<file path="src/rtl/coin_arbiter.sv">
// Shares one vending credit FSM between two coin slots: round-robin coin
// acceptance, one settle cycle per coin, and a timed dispenser handshake.
module coin_arbiter #(
  parameter int TIMEOUT = 16
) (
  input  logic       clock,
  input  logic       reset,
  input  logic [1:0] s0_coin,
  input  logic       s0_valid,
  output logic       s0_ready,
  input  logic [1:0] s1_coin,
  input  logic       s1_valid,
  output logic       s1_ready,
  output logic [1:0] coin,
  input  logic       drop,
  output logic       dispense_req,
  input  logic       dispense_ack,
  output logic [7:0] vend_count,
  output logic       fault
);

  localparam logic [1:0] IDLE     = 2'd0;
  localparam logic [1:0] SETTLE   = 2'd1;
  localparam logic [1:0] DISPENSE = 2'd2;
  localparam logic [7:0] LOAD     = 8'(TIMEOUT - 1);

  logic [1:0] state_reg, state_next;
  logic       rr_reg, rr_next;
  logic [7:0] cnt_reg, cnt_next;
  logic       req_reg, req_next;
  logic [7:0] vend_reg, vend_next;
  logic       fault_reg, fault_next;
  logic       gnt0, gnt1;

  // Grants are combinational and suppressed while reset is held low.
  always_comb begin
    gnt0 = 1'b0;
    gnt1 = 1'b0;
    if (reset && (state_reg == IDLE)) begin
      gnt0 = s0_valid && (!s1_valid || !rr_reg);
      gnt1 = s1_valid && (!s0_valid ||  rr_reg);
    end
  end

  assign s0_ready     = gnt0;
  assign s1_ready     = gnt1;
  assign coin         = gnt0 ? s0_coin : (gnt1 ? s1_coin : 2'b00);
  assign dispense_req = req_reg;
  assign vend_count   = vend_reg;
  assign fault        = fault_reg;

  always_comb begin
    state_next = state_reg;
    rr_next    = rr_reg;
    cnt_next   = cnt_reg;
    req_next   = req_reg;
    vend_next  = vend_reg;
    fault_next = fault_reg;
    case (state_reg)
      IDLE: begin
        req_next = 1'b0;
        if (gnt0 || gnt1) begin
          rr_next = gnt0;
          // A zero coin is swallowed here and never needs a settle cycle.
          if (coin != 2'b00) begin
            state_next = SETTLE;
          end
        end
      end
      SETTLE: begin
        if (drop) begin
          state_next = DISPENSE;
          req_next   = 1'b1;
          cnt_next   = LOAD;
        end else begin
          state_next = IDLE;
        end
      end
      DISPENSE: begin
        // Ack takes priority over an expiring counter.
        if (dispense_ack) begin
          vend_next  = vend_reg + 8'd1;
          req_next   = 1'b0;
          state_next = IDLE;
        end else if (cnt_reg == 8'd0) begin
          fault_next = 1'b1;
          req_next   = 1'b0;
          state_next = IDLE;
        end else begin
          cnt_next = cnt_reg - 8'd1;
        end
      end
      default: begin
        state_next = IDLE;
        req_next   = 1'b0;
      end
    endcase
  end

  always_ff @(posedge clock) begin
    if (!reset) begin
      state_reg <= IDLE;
      rr_reg    <= 1'b0;
      cnt_reg   <= 8'd0;
      req_reg   <= 1'b0;
      vend_reg  <= 8'd0;
      fault_reg <= 1'b0;
    end else begin
      state_reg <= state_next;
      rr_reg    <= rr_next;
      cnt_reg   <= cnt_next;
      req_reg   <= req_next;
      vend_reg  <= vend_next;
      fault_reg <= fault_next;
    end
  end

endmodule

</file>
<file path="config.mk">
export PLATFORM = sky130hd
export DESIGN_NAME = coin_arbiter
export DESIGN_NICKNAME = d
export VERILOG_FILES = /design/src/rtl/coin_arbiter.sv
export SDC_FILE = /design/constraint.sdc
export NUM_CORES = 1
export LEC_CHECK = 0
export ABC_AREA = 1
export CAP_MARGIN = 20
export CORE_MARGIN = 3
export CORE_UTILIZATION = 49
export DETAILED_ROUTE_END_ITERATION = 6
export GPL_TIMING_DRIVEN = 0
export HOLD_SLACK_MARGIN = 0.12
export PLACE_DENSITY = 0.8
export SYNTH_ARGS = -nofsm -noshare
export SYNTH_HDL_FRONTEND = slang
export SYNTH_SLANG_ARGS = --single-unit
</file>
<file path="constraint.sdc">
create_clock -name clock -period 1.55 [get_ports clock]
set_input_delay 0.155 -clock clock [delete_from_list [all_inputs] [get_ports clock]]
set_output_delay 0.155 -clock clock [all_outputs]
set_load 0.005 [all_outputs]
</file>
==> results of run 1 <==
## worst max-delay path: stages (launching register included)
cell and delay [ns]:
dfxtp_1 0.34, a21boi_0 0.29, nand2_2 0.13, inv_2 0.12, nand2_2 0.06, nand2_1 0.06, buf_2 0.11
## layer usage
metal	vias to the layer above	wire [µm]	track usage
met2	29	1630	0.423
met3	10	99	0.0277
met4	0	77	0.0996
li1	611	-	-
met5	-	0	0
met1	570	1260	0.247
## through the flow
step,TNS [ns],instances,util
floorplan,0,169,-
global placement,-2.12,219,0.675
detailed placement,-2.48,219,0.675
CTS,0,232,0.732
global route,-0.231,233,0.774
finish,-0.0555,233,0.774
## what timing repair did
action,CTS,global route
gates resized for setup,17,27
setup buffers,9,2
pin swaps,3,10
hold endpoints to repair,0,0
cloned,1,0
setup endpoints to repair,5,14
## layout make-up
type | instances | area [µm²] | area share
multi-input combinational | 125 | 698 | 0.437
sequential | 21 | 429 | 0.269
timing repair buffer | 32 | 319 | 0.200
inverter | 23 | 86.3 | 0.0541
tap | 27 | 33.8 | 0.0212
clock buffer | 4 | 26.3 | 0.0165
buffer | 1 | 3.75 | 0.00235
## power by group
group | internal (µW) | switching (µW) | total, µW
clock network | 100 | 171 | 271
registers | 567 | 25.4 | 592
logic | 152 | 186 | 338
## kinds of logic (layout without fill, tap and decap cells)
group	after synthesis	after routing
simple gates	95	96
xor+xnor	3	3
buf+inv	24	60
compound gates	23	23
fa+ha+maj	3	3
flops	21	21
## final timing paths
kind | from | end | slack, ns | depth (start not counted)
min | reset | vend_count[2]$_SDFFE_PN0P_ | 0.32 | 3
max reg2reg | rr_reg$_SDFFE_PN0P_ | rr_reg$_SDFFE_PN0P_ | -0.01 | 9
min reg2reg | fault$_SDFFE_PN0P_ | fault$_SDFFE_PN0P_ | 0.48 | 2
max | rr_reg$_SDFFE_PN0P_ | coin[1] | -0.02 | 6
## placed cells by master, fill, tap and decap left out, types with 3 or more instances in the layout
cell type | netlist | layout
a21oi_1 | 11 | 11
buf_4 | 0 | 4
buf_6 | 0 | 5
clkbuf_4 | 0 | 3
clkdlybuf4s50_1 | 0 | 18
dfxtp_1 | 21 | 18
ha_1 | 3 | 3
inv_1 | 22 | 18
inv_2 | 1 | 5
nand2_1 | 43 | 36
nand2_2 | 3 | 8
nand3_1 | 9 | 8
nand4_1 | 3 | 3
nor2_1 | 25 | 23
nor2_2 | 2 | 5
nor2_4 | 3 | 3
nor3_1 | 4 | 3
o21ai_0 | 6 | 6
==> results.json, run 1 <==
{
  "synthAdderAreaFrac": 0.0333,
  "clk_pin_slew_ns": 0.12,
  "cp.arrival_ns": 1.42,
  "cts_root_buf": "clkbuf_4",
  "critPathMaxFanout": 3,
  "synth_top_family_by_area": "simple AND/OR/NAND/NOR gates",
  "dp.final_hpwl_mm": 2.02,
  "cap_violations": 0,
  "finalCritPeriodShare": 1.02,
  "drive_gt1_frac": 0.218,
  "grt_pass1_vias": 1111,
  "vias": 1220,
  "final.fill_count": 160,
  "num-nets-final": 220,
  "synth.most_common_cell": "nand2_1",
  "wl_per_cell_um": 13.2,
  "dieArea_mm2": 0.00291,
  "dpl-instance-area_mm2": 0.00139,
  "grt_max_degree": 12,
  "h-tree-depth": 1,
  "numCtsBuffers": 3,
  "worstSetupPathType": "reg2out",
  "synth-simple-area-share": 0.379,
  "yosys.area.top_type_share": 0.373,
  "hold_viol": 0,
  "worst_slack_ns": -0.0240,
  "antenna_cells": 0,
  "cts_tree": "yes",
  "synth_edf_count": 0,
  "die_width_um": 54.0,
  "ys_seq_area_frac": 0.373,
  "synth_largest_area_cell": "dfxtp_1",
  "ys.flop_type": "dfxtp_1",
  "die_h_um": 54.0,
  "finalSetupViolations": 4,
  "numPortBuffers": 23,
  "insertion_delay_ns": 0.31,
  "design_area_mm2": 0.00160,
  "netlist_top_cells_area": "dfxtp_1, nand2_1, nor2_1, inv_1, a21oi_1",
  "overflow": 0,
  "start_kind": "flip-flop",
  "rows": 16,
  "muxShareOfSynthArea": 0,
  "power.total_uw": 1200,
  "grt_usage": 0.225,
  "antenna_found_initial": 0,
  "cp-end-kind": "primary output",
  "tightestPinTransition_ns": 0.558,
  "synth_area_mm2": 0.00113,
  "clock-sinks": 21,
  "clk_path_buf_depth": 2,
  "place_congestion": 0.863,
  "violations": "negative setup slack",
  "io_pins": 24,
  "hold_path.class": "in2reg",
  "drtAntennaViolNets": 0,
  "syn-num-nets": 182,
  "p_leak_uw": 0.000690,
  "core_mm2": 0.00206,
  "drc": 0,
  "ys_types": 25,
  "synthCells": 169,
  "post-place-ws_ns": -0.614,
  "clock_skew_ns": 0.00504,
  "viasPerCell": 5.24,
  "avgSynthCellArea_um2": 6.68,
  "synth_seq_cells": 21,
  "hold-worst-slack_ns": 0.319,
  "finalWirelength_mm": 3.07,
  "first_iter_violations": 26,
  "slew-limit-headroom": 0.628,
  "ctsHoldBuffers": 0,
  "required_ns": 1.39,
  "netlist_top_cells_count": "nand2_1, nor2_1, inv_1",
  "yosys_warnings": 0,
  "ir_drop_mv": 0.542,
  "async_flop_share": 0,
  "status": "finished, violations left",
  "grt_pass1_wl_mm": 4.77,
  "syn_to_final_growth_pct": 41.5,
  "start_util": 0.547,
  "period_needed_ns": 1.57,
  "synth_compound_area_frac": 0.112,
  "p_per_area_mw_per_mm2": 753,
  "rsz0062_at_grt": "yes",
  "synthXorXnorAreaFrac": 0.0233,
  "drv_slew": 0,
  "fmax_ghz": 0.635,
  "drt_pass1_iterations": 4
}
(Power assumes the default switching activity.)
==> run 2: changes to the inputs <==
Settings changed: SLEW_MARGIN set to 15.
==> results of run 2 <==
No change in the layout: final DEF, timing and power equal those of run 1.
==> run 3: changes to the inputs <==
Settings changed: CAP_MARGIN 20 to 0, CTS_CLUSTER_SIZE set to 25, TNS_END_PERCENT set to 5.
==> results.json, run 3 (synthesis results as in run 1) <==
{
  "rsz0062_at_grt": "yes",
  "final_core_util": 0.738,
  "cp-end-kind": "primary output",
  "ir_drop_mv": 0.568,
  "drive_gt1_frac": 0.176,
  "cts_tree": "yes",
  "clock_skew_ns": 0.00748,
  "hold_viol": 0,
  "drv_slew": 0,
  "finalSetupViolations": 0,
  "dieArea_mm2": 0.00291,
  "clk_path_buf_depth": 2,
  "place_congestion": 0.863,
  "die_width_um": 54.0,
  "grt_pass1_wl_mm": 4.73,
  "power.total_uw": 1180,
  "cp.arrival_ns": 1.39,
  "reg2reg_slack_ns": 0.01,
  "insertion_delay_ns": 0.31,
  "cap_violations": 0,
  "clock-sinks": 21,
  "critPathMaxFanout": 3,
  "core_mm2": 0.00206,
  "clk_pin_slew_ns": 0.12,
  "grt_max_degree": 12,
  "antenna_cells": 0,
  "wl_per_cell_um": 12.0,
  "fin_tns_setup_ns": 0,
  "numCtsBuffers": 3,
  "grt_pass1_vias": 1112,
  "overflow": 0,
  "slew-limit-headroom": 0.645,
  "p_leak_uw": 0.000649,
  "layout_commonest_cell": "nand2_1",
  "drtAntennaViolNets": 0,
  "grt_usage": 0.223,
  "vias": 1169,
  "viasPerCell": 5.04,
  "h-tree-depth": 1,
  "finalWirelength_mm": 2.79,
  "rows": 16,
  "final.fill_count": 175,
  "num-nets-final": 219,
  "numPortBuffers": 23,
  "syn_to_final_growth_pct": 34.9,
  "die_h_um": 54.0,
  "tightestPinTransition_ns": 0.532,
  "hold_path.class": "in2reg",
  "antenna_found_initial": 0,
  "drc": 0,
  "fmax_ghz": 0.649,
  "drt_pass1_iterations": 4,
  "period_needed_ns": 1.54,
  "worstSetupPathType": "reg2out",
  "required_ns": 1.39,
  "start_kind": "flip-flop",
  "dp.final_hpwl_mm": 2.02,
  "first_iter_violations": 19,
  "mostFrequentLayoutCells": "nand2_1, nor2_1, inv_1, dfxtp_1, clkdlybuf4s50_1",
  "p_per_area_mw_per_mm2": 777,
  "status": "complete, no violations",
  "cts_root_buf": "clkbuf_4",
  "finalCritPeriodShare": 0.994,
  "start_util": 0.547,
  "io_pins": 24
}
run 3: cell types whose count changed in the layout (fill, tap and decap cells not counted), sizes merged:
cell           delta
clkbuf            +1
buf               -1
dlygate4sd2       +1
clkdlybuf4s15     -1
nor2              -1
run 3: cell type report:
class,instances,area (µm²),share of cell area
well taps,27,33.8,0.0222
multi-input cells,124,642,0.422
clock buffers,4,26.3,0.0173
inverters,23,88.8,0.0583
flip-flops and latches,21,429,0.282
repair buffers,32,299,0.196
plain buffers,1,3.75,0.00247
run 3: final timing paths:
| kind | startpoint | end | cells past startpoint |
|---|---|---|---|
| worst max-delay path | rr_reg$_SDFFE_PN0P_ | coin[1] | 6 |
| worst min-delay path | reset | vend_count[0]$_SDFFE_PN0P_ | 3 |
| worst max register to register | rr_reg$_SDFFE_PN0P_ | rr_reg$_SDFFE_PN0P_ | 9 |
| worst min register to register | vend_count[2]$_SDFFE_PN0P_ | vend_count[2]$_SDFFE_PN0P_ | 2 |
run 3: timing repair:
action / CTS / global route
setup buffers: 9 / 2
hold buffers: 0 / 0
setup endpoints to repair: 5 / 15
pin swaps: 2 / 5
resized for setup: 17 / 13
run 3: through the flow:
stage	hold slack, ns	cells	instance area, µm²	worst slack, ns
final	0.318	232	1520	0.0100
after global routing	0.331	232	1520	-0.0933
after CTS	0.317	231	1500	-0.00718
after detailed placement	0.468	219	1390	-0.614
after global placement	0.456	219	1390	-0.546
after floorplan	0.278	169	1130	0.225
run 3: power breakdown:
| part | internal [µW] | switching, µW |
|---|---|---|
| registers | 567 | 25.6 |
| clock network | 100 | 170 |
| logic | 146 | 174 |
run 3: per-layer routing:
metal  track usage  part of all wire
met3        0.0277             0.034
met5             0                 0
met4        0.0996             0.017
met2         0.423              0.53
met1         0.242              0.42
run 3: worst max-delay path, stage by stage (launching register included):
cell and delay [ns]:
dfxtp_1 0.34, a21boi_0 0.27, nand2_2 0.13, inv_2 0.10, nand2_1 0.06, nand2_1 0.07, clkbuf_2 0.11
